$ cat src/rtl/point_pkg.sv
// Types shared by the point pipeline: packed point layout, bounding box and
// the tracker state encoding.
package point_pkg;

  typedef struct packed {
    logic [15:0] x;
    logic [15:0] y;
  } point_t;

  typedef struct packed {
    logic [15:0] xmin;
    logic [15:0] ymin;
    logic [15:0] xmax;
    logic [15:0] ymax;
  } bbox_t;

  typedef enum logic {
    ACCUM = 1'b0,
    EMIT  = 1'b1
  } state_t;

endpackage

$ cat src/rtl/point_minmax.sv
// Combinational bounding-box update: folds one point into a box, or seeds the
// box from the point when it is the first of a window.
module point_minmax
  import point_pkg::*;
(
  input  bbox_t  cur,
  input  point_t pt,
  input  logic   first,
  output bbox_t  nxt
);

  always_comb begin
    nxt = cur;
    if (first) begin
      nxt.xmin = pt.x;
      nxt.xmax = pt.x;
      nxt.ymin = pt.y;
      nxt.ymax = pt.y;
    end else begin
      if (pt.x < cur.xmin) nxt.xmin = pt.x;
      if (pt.x > cur.xmax) nxt.xmax = pt.x;
      if (pt.y < cur.ymin) nxt.ymin = pt.y;
      if (pt.y > cur.ymax) nxt.ymax = pt.y;
    end
  end

endmodule

$ cat src/rtl/point_bbox_tracker.sv
// Accumulates a window of points into a bounding box, count and per-axis sums,
// and emits one record per window over a valid/ready interface.
module point_bbox_tracker
  import point_pkg::*;
#(
  parameter int WINDOW = 8,
  localparam int CW = $clog2(WINDOW + 1),
  localparam int SW = 16 + $clog2(WINDOW + 1)
) (
  input  logic          clk,
  input  logic          rst,
  input  logic [31:0]   in_pt,
  input  logic          in_valid,
  output logic          in_ready,
  input  logic          flush,
  output logic [63:0]   out_bbox,
  output logic [CW-1:0] out_count,
  output logic [SW-1:0] out_xsum,
  output logic [SW-1:0] out_ysum,
  output logic          out_valid,
  input  logic          out_ready
);

  state_t        state;
  state_t        state_next;
  logic [CW-1:0] cnt;
  bbox_t         acc_bbox;
  bbox_t         bbox_next;
  logic [SW-1:0] acc_xsum;
  logic [SW-1:0] acc_ysum;
  logic [SW-1:0] xsum_next;
  logic [SW-1:0] ysum_next;
  point_t        pt;
  logic          accept;
  logic          first;
  logic          last_point;
  logic          close;

  assign pt         = in_pt;
  assign in_ready   = (state == ACCUM);
  assign out_valid  = (state == EMIT);
  assign accept     = in_valid && in_ready;
  assign first      = (cnt == '0);
  assign last_point = (cnt == CW'(WINDOW - 1));

  // A window closes when it fills, or on flush as long as it holds at least one
  // point once a same-cycle accept is counted.
  assign close = in_ready && ((accept && last_point) || (flush && (!first || accept)));

  point_minmax u_minmax (
    .cur   (acc_bbox),
    .pt    (pt),
    .first (first),
    .nxt   (bbox_next)
  );

  assign xsum_next = first ? SW'(pt.x) : acc_xsum + SW'(pt.x);
  assign ysum_next = first ? SW'(pt.y) : acc_ysum + SW'(pt.y);

  always_ff @(posedge clk) begin
    if (rst) state <= ACCUM;
    else     state <= state_next;
  end

  always_comb begin
    state_next = state;
    case (state)
      ACCUM:   if (close) state_next = EMIT;
      EMIT:    if (out_ready) state_next = ACCUM;
      default: state_next = ACCUM;
    endcase
  end

  // Output registers are loaded only on the closing edge, so they stay stable
  // for the whole EMIT phase regardless of backpressure.
  always_ff @(posedge clk) begin
    if (rst) begin
      cnt       <= '0;
      acc_bbox  <= '0;
      acc_xsum  <= '0;
      acc_ysum  <= '0;
      out_bbox  <= '0;
      out_count <= '0;
      out_xsum  <= '0;
      out_ysum  <= '0;
    end else begin
      if (accept) begin
        acc_bbox <= bbox_next;
        acc_xsum <= xsum_next;
        acc_ysum <= ysum_next;
        cnt      <= cnt + CW'(1);
      end
      if (close) begin
        out_bbox  <= accept ? bbox_next : acc_bbox;
        out_xsum  <= accept ? xsum_next : acc_xsum;
        out_ysum  <= accept ? ysum_next : acc_ysum;
        out_count <= cnt + CW'(accept);
        cnt       <= '0;
      end
    end
  end

endmodule

$ cat config.mk
export PLATFORM = sky130hd
export DESIGN_NAME = point_bbox_tracker
export DESIGN_NICKNAME = d
export VERILOG_FILES = /design/src/rtl/point_pkg.sv /design/src/rtl/point_minmax.sv /design/src/rtl/point_bbox_tracker.sv
export SDC_FILE = /design/constraint.sdc
export NUM_CORES = 1
export LEC_CHECK = 0
export BUFFER_PORTS_ARGS = -buffer_cell sky130_fd_sc_hd__buf_2
export CORE_MARGIN = 2
export CORE_UTILIZATION = 53
export DETAILED_ROUTE_END_ITERATION = 6
export PLACE_DENSITY = 0.75
export SLEW_MARGIN = 40
export SYNTH_ARGS = -nofsm -noshare
export SYNTH_HDL_FRONTEND = slang
export SYNTH_SLANG_ARGS = --single-unit
$ cat constraint.sdc
create_clock -name clk -period 4.33 [get_ports clk]
set_clock_uncertainty 0.15 [all_clocks]
set_input_delay 0.6495 -clock clk [delete_from_list [all_inputs] [get_ports clk]]
set_output_delay 0.6495 -clock clk [all_outputs]
set_load 0.02 [all_outputs]
Word level (Yosys, flattened, before mapping)
Cells that the tools add are included.
- add/sub/neg operators: 4
- multipliers: 0
- divide/modulo/power cells: 0
- order comparisons: 4
- equality and inequality tests: 1
- shifts and indexed selects: 0
- multiplexer cells: 13
- bitwise gates (word level): 1
- reductions and logical operators: 9
- operators with widths (operator ; count):
    $mux W64 ; 2
    $mux W20 ; 4
    $mux W16 ; 4
    $add A20 B16 Y20 ; 2
    $gt A16 B16 Y1 ; 2
    $lt A16 B16 Y1 ; 2
    $add A4 B1 Y4 ; 1
    $add A4 B1 Y4 const B ; 1
    $eq A4 B3 Y1 const B ; 1
    $logic_and A1 B1 Y1 ; 4
    $logic_not A4 Y1 ; 1
    $logic_or A1 B1 Y1 ; 2
    $mux W1 ; 2
    $pmux W1 S2 ; 1
    $reduce_or A2 Y1 ; 1
    $logic_not A1 Y1 ; 1
    $not A1 Y1 ; 1
- register bits after elaboration: 217
- bits in latches: 0
- RAM bits: 0
- memory bits (read-only): 0
- output and inout bits: 110
- word-level logic and storage cells: 44
- memories: 0

Logic depth before layout (Yosys ltp)
Gate-level depths: netlist of the first run.
- depth after elaboration: 8
- mapped depth: 11
- gate-level depth less buffers: 10

Hierarchy
A second synthesis of the first run with hierarchy kept.
- cells, all modules: 1380
- area total of the unflattened synthesis: 11863.9 um^2
- modules (own cells, without submodules) (module ; instances ; cells an instance ; area each (um^2) ; seq. area each (um^2)):
    point_bbox_tracker ; 1 ; 1085 ; 9509.1 ; 4344.2
    point_minmax ; 1 ; 295 ; 2354.8 ; 0.0

Worst setup path after synthesis of the first run
Ideal clock, no wire load.
- path type: input to register
- start: input in_pt[0]
- end: register out_ysum[18]
- setup time: 117 ps
- arrival time: 2418 ps
- data required time: 4063 ps
- path slack: 1646 ps
- stages: 10
- cells stage by stage: ha_1 inv_1 fa_1 nor2b_1 o31a_1 o31ai_1 a21oi_1 a21oi_1 a32o_1 o22a_1
- longest elaborated chain between the ends: 3
- RTL lines (element ; line ; source):
    from (decl) ; point_bbox_tracker.sv:12 ; input logic [31:0] in_pt,
    $add A20 B16 Y20 ; point_bbox_tracker.sv:58 ; assign ysum_next = first ? SW'(pt.y) : acc_ysum + SW'(pt.y);
    $mux W20 ; point_bbox_tracker.sv:58 ;
    $mux W20 ; -- ;
    to (signal assigned) ; point_bbox_tracker.sv:96 ; out_ysum <= accept ? ysum_next : acc_ysum;
    to (decl) ; point_bbox_tracker.sv:19 ; output logic [SW-1:0] out_ysum,
No other way between the ends.
A chain may end at the register's enable or synchronous reset.

Final worst setup path of the first run
- start: register cnt[1]
- end: register acc_bbox[37] (netlist name)
- longest elaborated chain between the ends: 3
- RTL lines (element ; line ; source):
    from (decl) ; point_bbox_tracker.sv:26 ; logic [CW-1:0] cnt;
    from (signal assigned) ; point_bbox_tracker.sv:91 ; cnt <= cnt + CW'(1);
    $logic_not A4 Y1 ; point_bbox_tracker.sv:43 ; assign first = (cnt == '0);
    $mux W64 ; point_minmax.sv:14 ; if (first) begin
    $mux W64 ; -- ;
    to (signal assigned) ; point_bbox_tracker.sv:88 ; acc_bbox <= bbox_next;
    to (decl) ; point_bbox_tracker.sv:27 ; bbox_t acc_bbox;
No other way between the ends.

==> impl_metrics.csv, run 1 <==
group,metric,value,unit
global_route,top_usage_layer,"met2",
placed_design,place_congestion,0.900,
sta,min_period,3.16,ns
global_route,grt.met1_usage,34.4,%
setup_path,cp_slowest_cell,"dfxtp_1",
cts,cts_htree_levels,1,
sta,fin_crit_sh,73.0,%
setup_path,path_cells,"inv_1 > ha_1 > nor3b_4 > buf_4 > nand2_1 > o21ai_0 > nor2_2 > buf_4 > mux2i_1 > nor2_1",
sta,fin_setup_tns,0,ns
sta,hold_viol_final,0,
cts,numCtsBuffers,24,
pwr,switching_share,31.3,%
hold_path,hp-start,"out_ready",
setup_path,worst_ep_required_time,4.57,ns
sta,finalMaxSlewViolations,0,
route,via_per_inst,5.88,
placed_design,hpwl,21.2,mm
route,vias,10263,
layout,final_util,62.1,%
cts,tritoncts,"built",
route,routed_wl,30.9,mm
layout,area_delta_synth_final,14.4,%
sta,max_freq,316,MHz
sta,maxSlewHeadroom,49.5,%
route,ant_nets,0,
route,drtIter0Drc,666,
pwr,leakage,5.87,nW
pwr,power_frac_seq,39.2,%
sta,grt_setup_unrepaired,"false",
cts,postCtsSetupBuffers,0,
setup_path,crit_top_cell,"buf_4",
floorplanning,fp.dieW,151,um
setup_path,crit_end,"acc_bbox[37]",
cts,clkTransAtPathRegs,0.06,ns
setup_path,cpPeakStageDelay,0.42,ns
synth,syn_avg_cell_area,8.48,um^2
synth,synth-main-ff-cell,"dfxtp_1",
setup_path,rrSetupSlack,1.17,ns
global_route,grt_max_degree,180,
cts,clockBufferDepth,3,
cts,clock_latency,0.52,ns
layout,nNetsFinal,1588,
pwr,switchingPower,1.82,mW
setup_path,crit_path_max_fanout,46,
pwr,p_int,4.01,mW
synth,yosysUniqueCellTypes,76,
global_route,grt_pass1_vias,9643,
floorplanning,start_util,54.3,%
setup_path,critPathLaunchType,"register",
cts,cts_resized,0,
global_route,antenna_found_initial,0,
job,maxCapViolCount,0,
placed_design,dpl-instance-area,12200,um^2
setup_path,r2r_cells,10,
global_route,globalRouteOverflowTotal,0,
synth,synthesis.area,11400,um^2
floorplanning,die_h,151,um
pwr,p_per_area,445,nW/um^2
layout,diodes,0,
setup_path,worstSetupPathType,"register to register",
global_route,grt_pass1_wl,49.1,mm
synth,seq_area_frac_synth,37.9,%
global_route,met3_usage,4.64,%
setup_path,startpoint,"cnt[1]",
sta,tightest_slew,0.757,ns
layout,drive_gt1_share,14.9,%
global_route,met2_usage,45.3,%
cts,numClockSinks,217,
sta,setup_violations,0,
setup_path,r2r-start,"cnt[1]",
route,dr.pass1.iters,5,
route,drcViolationCount,0,
cts,cts-hold-fix-buffers,0,
layout,final_area,13100,um^2
setup_path,endpoint_kind,"register",
synth,ys_async_sr_fraction,0,%
global_route,grt_usage,26.9,%
pwr,p_comb_share,24.0,%
pwr,clockPowerShare,36.8,%
synth,synth.ff_latch_count,217,
cts,cts-root-buf,"clkbuf_16",
route,wl_per_cell,17.7,um
floorplanning,core_area,21100,um^2
setup_path,crit_arrival,3.40,ns
floorplanning,num_rows,53,
synth,synth-edff-count,0,
run_status,status,"complete, no violations",
hold_path,hp-class,"primary input to register",
pwr,ir_worst_vdd,0.392,mV
synth,ys.warnings.count,0,
synth,syn-num-nets,1487,
floorplanning,dieArea,22800,um^2
placed_design,port_buffers,146,
synth,synth_cells,1350,
setup_path,reg2reg_to,"acc_bbox[37]",
floorplanning,pin_count,147,
-- critical path: cells and delay by family (launching register included) --
family          cells  cell delay (ns)
fa+ha+maj           1             0.20
compound gates      1             0.22
mux                 1             0.23
simple gates        4             0.97
buf+inv             3             0.81
flops               1             0.42
-- worst min path at each step --
stage	end	slack [ns]	cells past startpoint
floorplan	out_bbox[33]	0.31	2
global placement	out_ysum[17]	0.29	2
detailed placement	out_xsum[17]	0.29	2
CTS	out_valid	0.23	3
global route	out_valid	0.28	3
finish	out_valid	0.24	3
-- metrics by stage --
step	std cells	hold WS (ns)	setup slack (ns)	total power [mW]
after floorplan	1350	0.307	1.65	3.33
after global placement	1700	0.287	1.16	3.68
after detailed placement	1700	0.291	1.08	3.71
after CTS	1744	0.233	1.21	5.86
after global routing	1744	0.279	0.998	6.11
final	1744	0.242	1.17	5.83
-- placed cells by master (no fill, tap or decap), drive strengths merged, types with 37 or more instances in the layout --
cell      n
clkbuf   37
o21ai   100
dfxtp   217
buf     157
inv      82
nand2    99
a21oi   129
ha       98
nor2    157
mux2i    68
-- power groups by stage --
| stage | Clock, mW | Combinational (mW) | Sequential [mW] |
|---|---|---|---|
| after global routing | 2.25 | 1.55 | 2.31 |
| after CTS | 2.18 | 1.39 | 2.29 |
| after global placement | 0 | 1.35 | 2.32 |
| after detailed placement | 0 | 1.38 | 2.33 |
| final | 2.15 | 1.40 | 2.29 |
| after floorplan | 0 | 0.901 | 2.42 |
-- metal layers --
metal | vias up | wire length, um
met2 | 334 | 14100
met1 | 4827 | 13500
li1 | 5026 | -
met5 | - | 0
met4 | 0 | 1160
met3 | 76 | 2130
-- Yosys cell counts (17+ instances only) --
cell	count	area, um^2
a211oi_1	19	143
a21o_1	26	195
a21oi_1	127	636
a31oi_1	25	156
buf_2	19	95.1
clkbuf_1	43	161
dfxtp_1	217	4340
ha_1	98	1230
inv_1	80	300
mux2i_1	68	681
nand2_1	98	368
nand3_1	31	155
nor2_1	155	582
nor3_1	22	110
o21ai_0	93	465
o221ai_1	17	149
-- kinds of logic (layout without fill, tap and decap cells) --
family / count (synthesis) / count (layout) / synth area share [%]
flops: 217 / 217 / 37.9
xor+xnor: 27 / 27 / 2.07
mux: 69 / 69 / 6.04
buf+inv: 164 / 283 / 6.11
fa+ha+maj: 100 / 100 / 11.1
compound gates: 405 / 405 / 22.3
simple gates: 368 / 368 / 14.5
-- sequential cells by signal (all words and copies together) (netlist names) --
| signal | cells |
|---|---|
| acc_xsum | 20 |
| out_xsum | 20 |
| cnt | 4 |
| out_bbox | 64 |
| acc_ysum | 20 |
| acc_bbox | 64 |
| out_count | 4 |
| out_ysum | 20 |
| out_valid | 1 |
-- area by class of cell --
class,count,area [um^2]
fillers,1860,7990
multi-input cells,969,6420
flip-flops and latches,217,4340
repair buffers,157,832
clock buffers,37,761
well taps,275,344
inverters,82,308
clock inverters,7,87.6
(Power assumes the default switching activity.)
==> inputs of run 2 (changes only) <==
- PLACE_DENSITY: 0.75 -> 0.78
- clock period: 4.33 -> 2.6 ns (I/O delays scaled with it)
==> impl_metrics.csv, run 2 (synthesis gave the netlist of run 1 again) <==
group,metric,value,unit
pwr,p_int,6.85,mW
floorplanning,num_rows,53,
cts,numCtsBuffers,24,
cts,clock_latency,0.53,ns
global_route,grt_max_degree,58,
pwr,clockPowerShare,35.8,%
placed_design,hpwl,23.8,mm
pwr,switchingPower,3.17,mW
hold_path,whs_endpoint,"acc_ysum[13]",
layout,final_cell_mix,"dfxtp_1 (217), nor2_1 (154), buf_2 (145)",
floorplanning,pin_count,147,
cts,clkTransAtPathRegs,0.06,ns
layout,area_delta_synth_final,21.4,%
route,wl_per_cell,18.0,um
global_route,globalRouteOverflowTotal,0,
pwr,p_comb_share,26.2,%
setup_path,crit_arrival,2.73,ns
global_route,grt_pass1_vias,10255,
sta,tightest_slew,0.544,ns
sta,min_period,2.48,ns
route,dr.pass1.iters,5,
cts,cts-root-buf,"clkbuf_16",
pwr,power_frac_seq,38.0,%
run_status,status,"complete, no violations",
pwr,leakage,6.32,nW
route,ant_nets,0,
cts,tritoncts,"built",
sta,grt_setup_unrepaired,"true",
setup_path,r2r_cells,10,
setup_path,endpoint_kind,"register",
placed_design,port_buffers,146,
cts,clockBufferDepth,3,
route,routed_wl,33.0,mm
setup_path,worst_ep_required_time,2.86,ns
floorplanning,dieArea,22800,um^2
route,via_per_inst,5.93,
pwr,total_power,10.0,mW
setup_path,r2r-start,"cnt[1]",
sta,hold_viol_final,0,
layout,nNetsFinal,1671,
floorplanning,start_util,54.3,%
layout,drive_gt1_share,19.8,%
hold_path,hp-class,"primary input to register",
sta,setup_violations,0,
sta,finalMaxSlewViolations,0,
setup_path,reg2reg_to,"out_bbox[24]",
hold_path,hp-start,"rst",
setup_path,crit_path_max_fanout,7,
sta,maxSlewHeadroom,63.7,%
cts,cts_htree_levels,1,
setup_path,rrSetupSlack,0.12,ns
layout,layout_commonest_cell,"dfxtp_1",
setup_path,worstSetupPathType,"register to register",
floorplanning,die_h,151,um
pwr,ir_worst_vdd,0.493,mV
cts,postCtsSetupBuffers,0,
global_route,grt_pass1_wl,51.9,mm
sta,fin_crit_sh,95.2,%
floorplanning,fp.dieW,151,um
job,maxCapViolCount,0,
floorplanning,core_area,21100,um^2
route,drcViolationCount,0,
sta,max_freq,404,MHz
layout,diodes,0,
cts,numClockSinks,217,
layout,biggestRegsByFlops,"acc_bbox x64, out_bbox x64",
route,drtIter0Drc,736,
placed_design,place_congestion,0.933,
setup_path,critPathLaunchType,"register",
pwr,p_per_area,721,nW/um^2
route,vias,10835,
pwr,switching_share,31.7,%
global_route,grt_usage,28.5,%
global_route,antenna_found_initial,0,
hold_path,whs_path_depth,2,
sta,hold_ws,0.0922,ns
## run 2: changes by cell type in the layout (fill, tap and decap cells not counted), sizes merged
cell / previous run / this run
clkinvlp: 1 / 3
dlygate4sd3: 0 / 1
bufinv: 2 / 3
clkbuf: 37 / 32
buf: 157 / 239
clkinv: 4 / 6
## run 2: worst max-delay path, stage by stage (launching register included)
cell	delay [ns]
dfxtp_1	0.31
inv_1	0.06
ha_1	0.16
or3b_1	0.42
buf_4	0.19
nor2_8	0.17
nor3_1	0.08
a31o_1	0.20
buf_4	0.18
mux2i_1	0.31
a21oi_1	0.10
## run 2: layer usage
layer | share of wire (%) | global-route usage [%] | vias to the layer above
li1 | - | - | 5214
met1 | 42 | 36.5 | 5179
met2 | 48 | 49.6 | 355
met3 | 6.3 | 3.34 | 87
met4 | 3.9 | 10.5 | 0
met5 | 0 | 0 | -
## run 2: worst max-delay path by stage
stage                     start      endpoint  slack (ns)
global placement       in_pt[0]   out_ysum[8]       -0.05
global route        acc_ysum[0]  out_ysum[16]      -0.007
floorplan              in_pt[0]  out_ysum[18]        0.18
CTS                      cnt[1]  out_xsum[13]        0.06
finish                   cnt[1]  out_bbox[24]        0.12
detailed placement     in_pt[0]  out_ysum[18]       -0.08
## run 2: layout make-up
type / count / area [um^2]
Timing Repair Buffer: 240 / 1600
Sequential cell: 217 / 4340
Clock inverter: 12 / 154
Fill cell: 1779 / 7190
Tap cell: 275 / 344
Inverter: 82 / 308
Multi-Input combinational cell: 969 / 6460
Clock buffer: 32 / 691
## run 2: timing repair
item,in CTS,in global routing
endpoints found under the setup margin,0,37
hold endpoints to repair,1,0
resized for setup,0,9
hold buffers,1,0
## run 2: power by group through the flow
stage                     Clock [mW]  Combinational (mW)  Sequential, mW
after floorplan                    0                1.50            4.04
after global placement             0                2.51            3.87
after detailed placement           0                2.57            3.88
after CTS                       3.63                2.60            3.81
after global routing            3.78                2.87            3.84
final                           3.59                2.63            3.81
## run 2: through the flow
| step | utilization [%] | cells | TNS, ns | cell area [um^2] | setup WS [ns] |
|---|---|---|---|---|---|
| floorplan | - | 1350 | 0 | 11400 | 0.175 |
| global placement | 61.7 | 1782 | -0.140 | 13000 | -0.0485 |
| detailed placement | 61.7 | 1782 | -0.503 | 13000 | -0.0829 |
| CTS | 65.8 | 1827 | 0 | 13900 | 0.0556 |
| global route | 65.9 | 1827 | -0.00813 | 13900 | -0.00721 |
| finish | 65.9 | 1827 | 0 | 13900 | 0.124 |
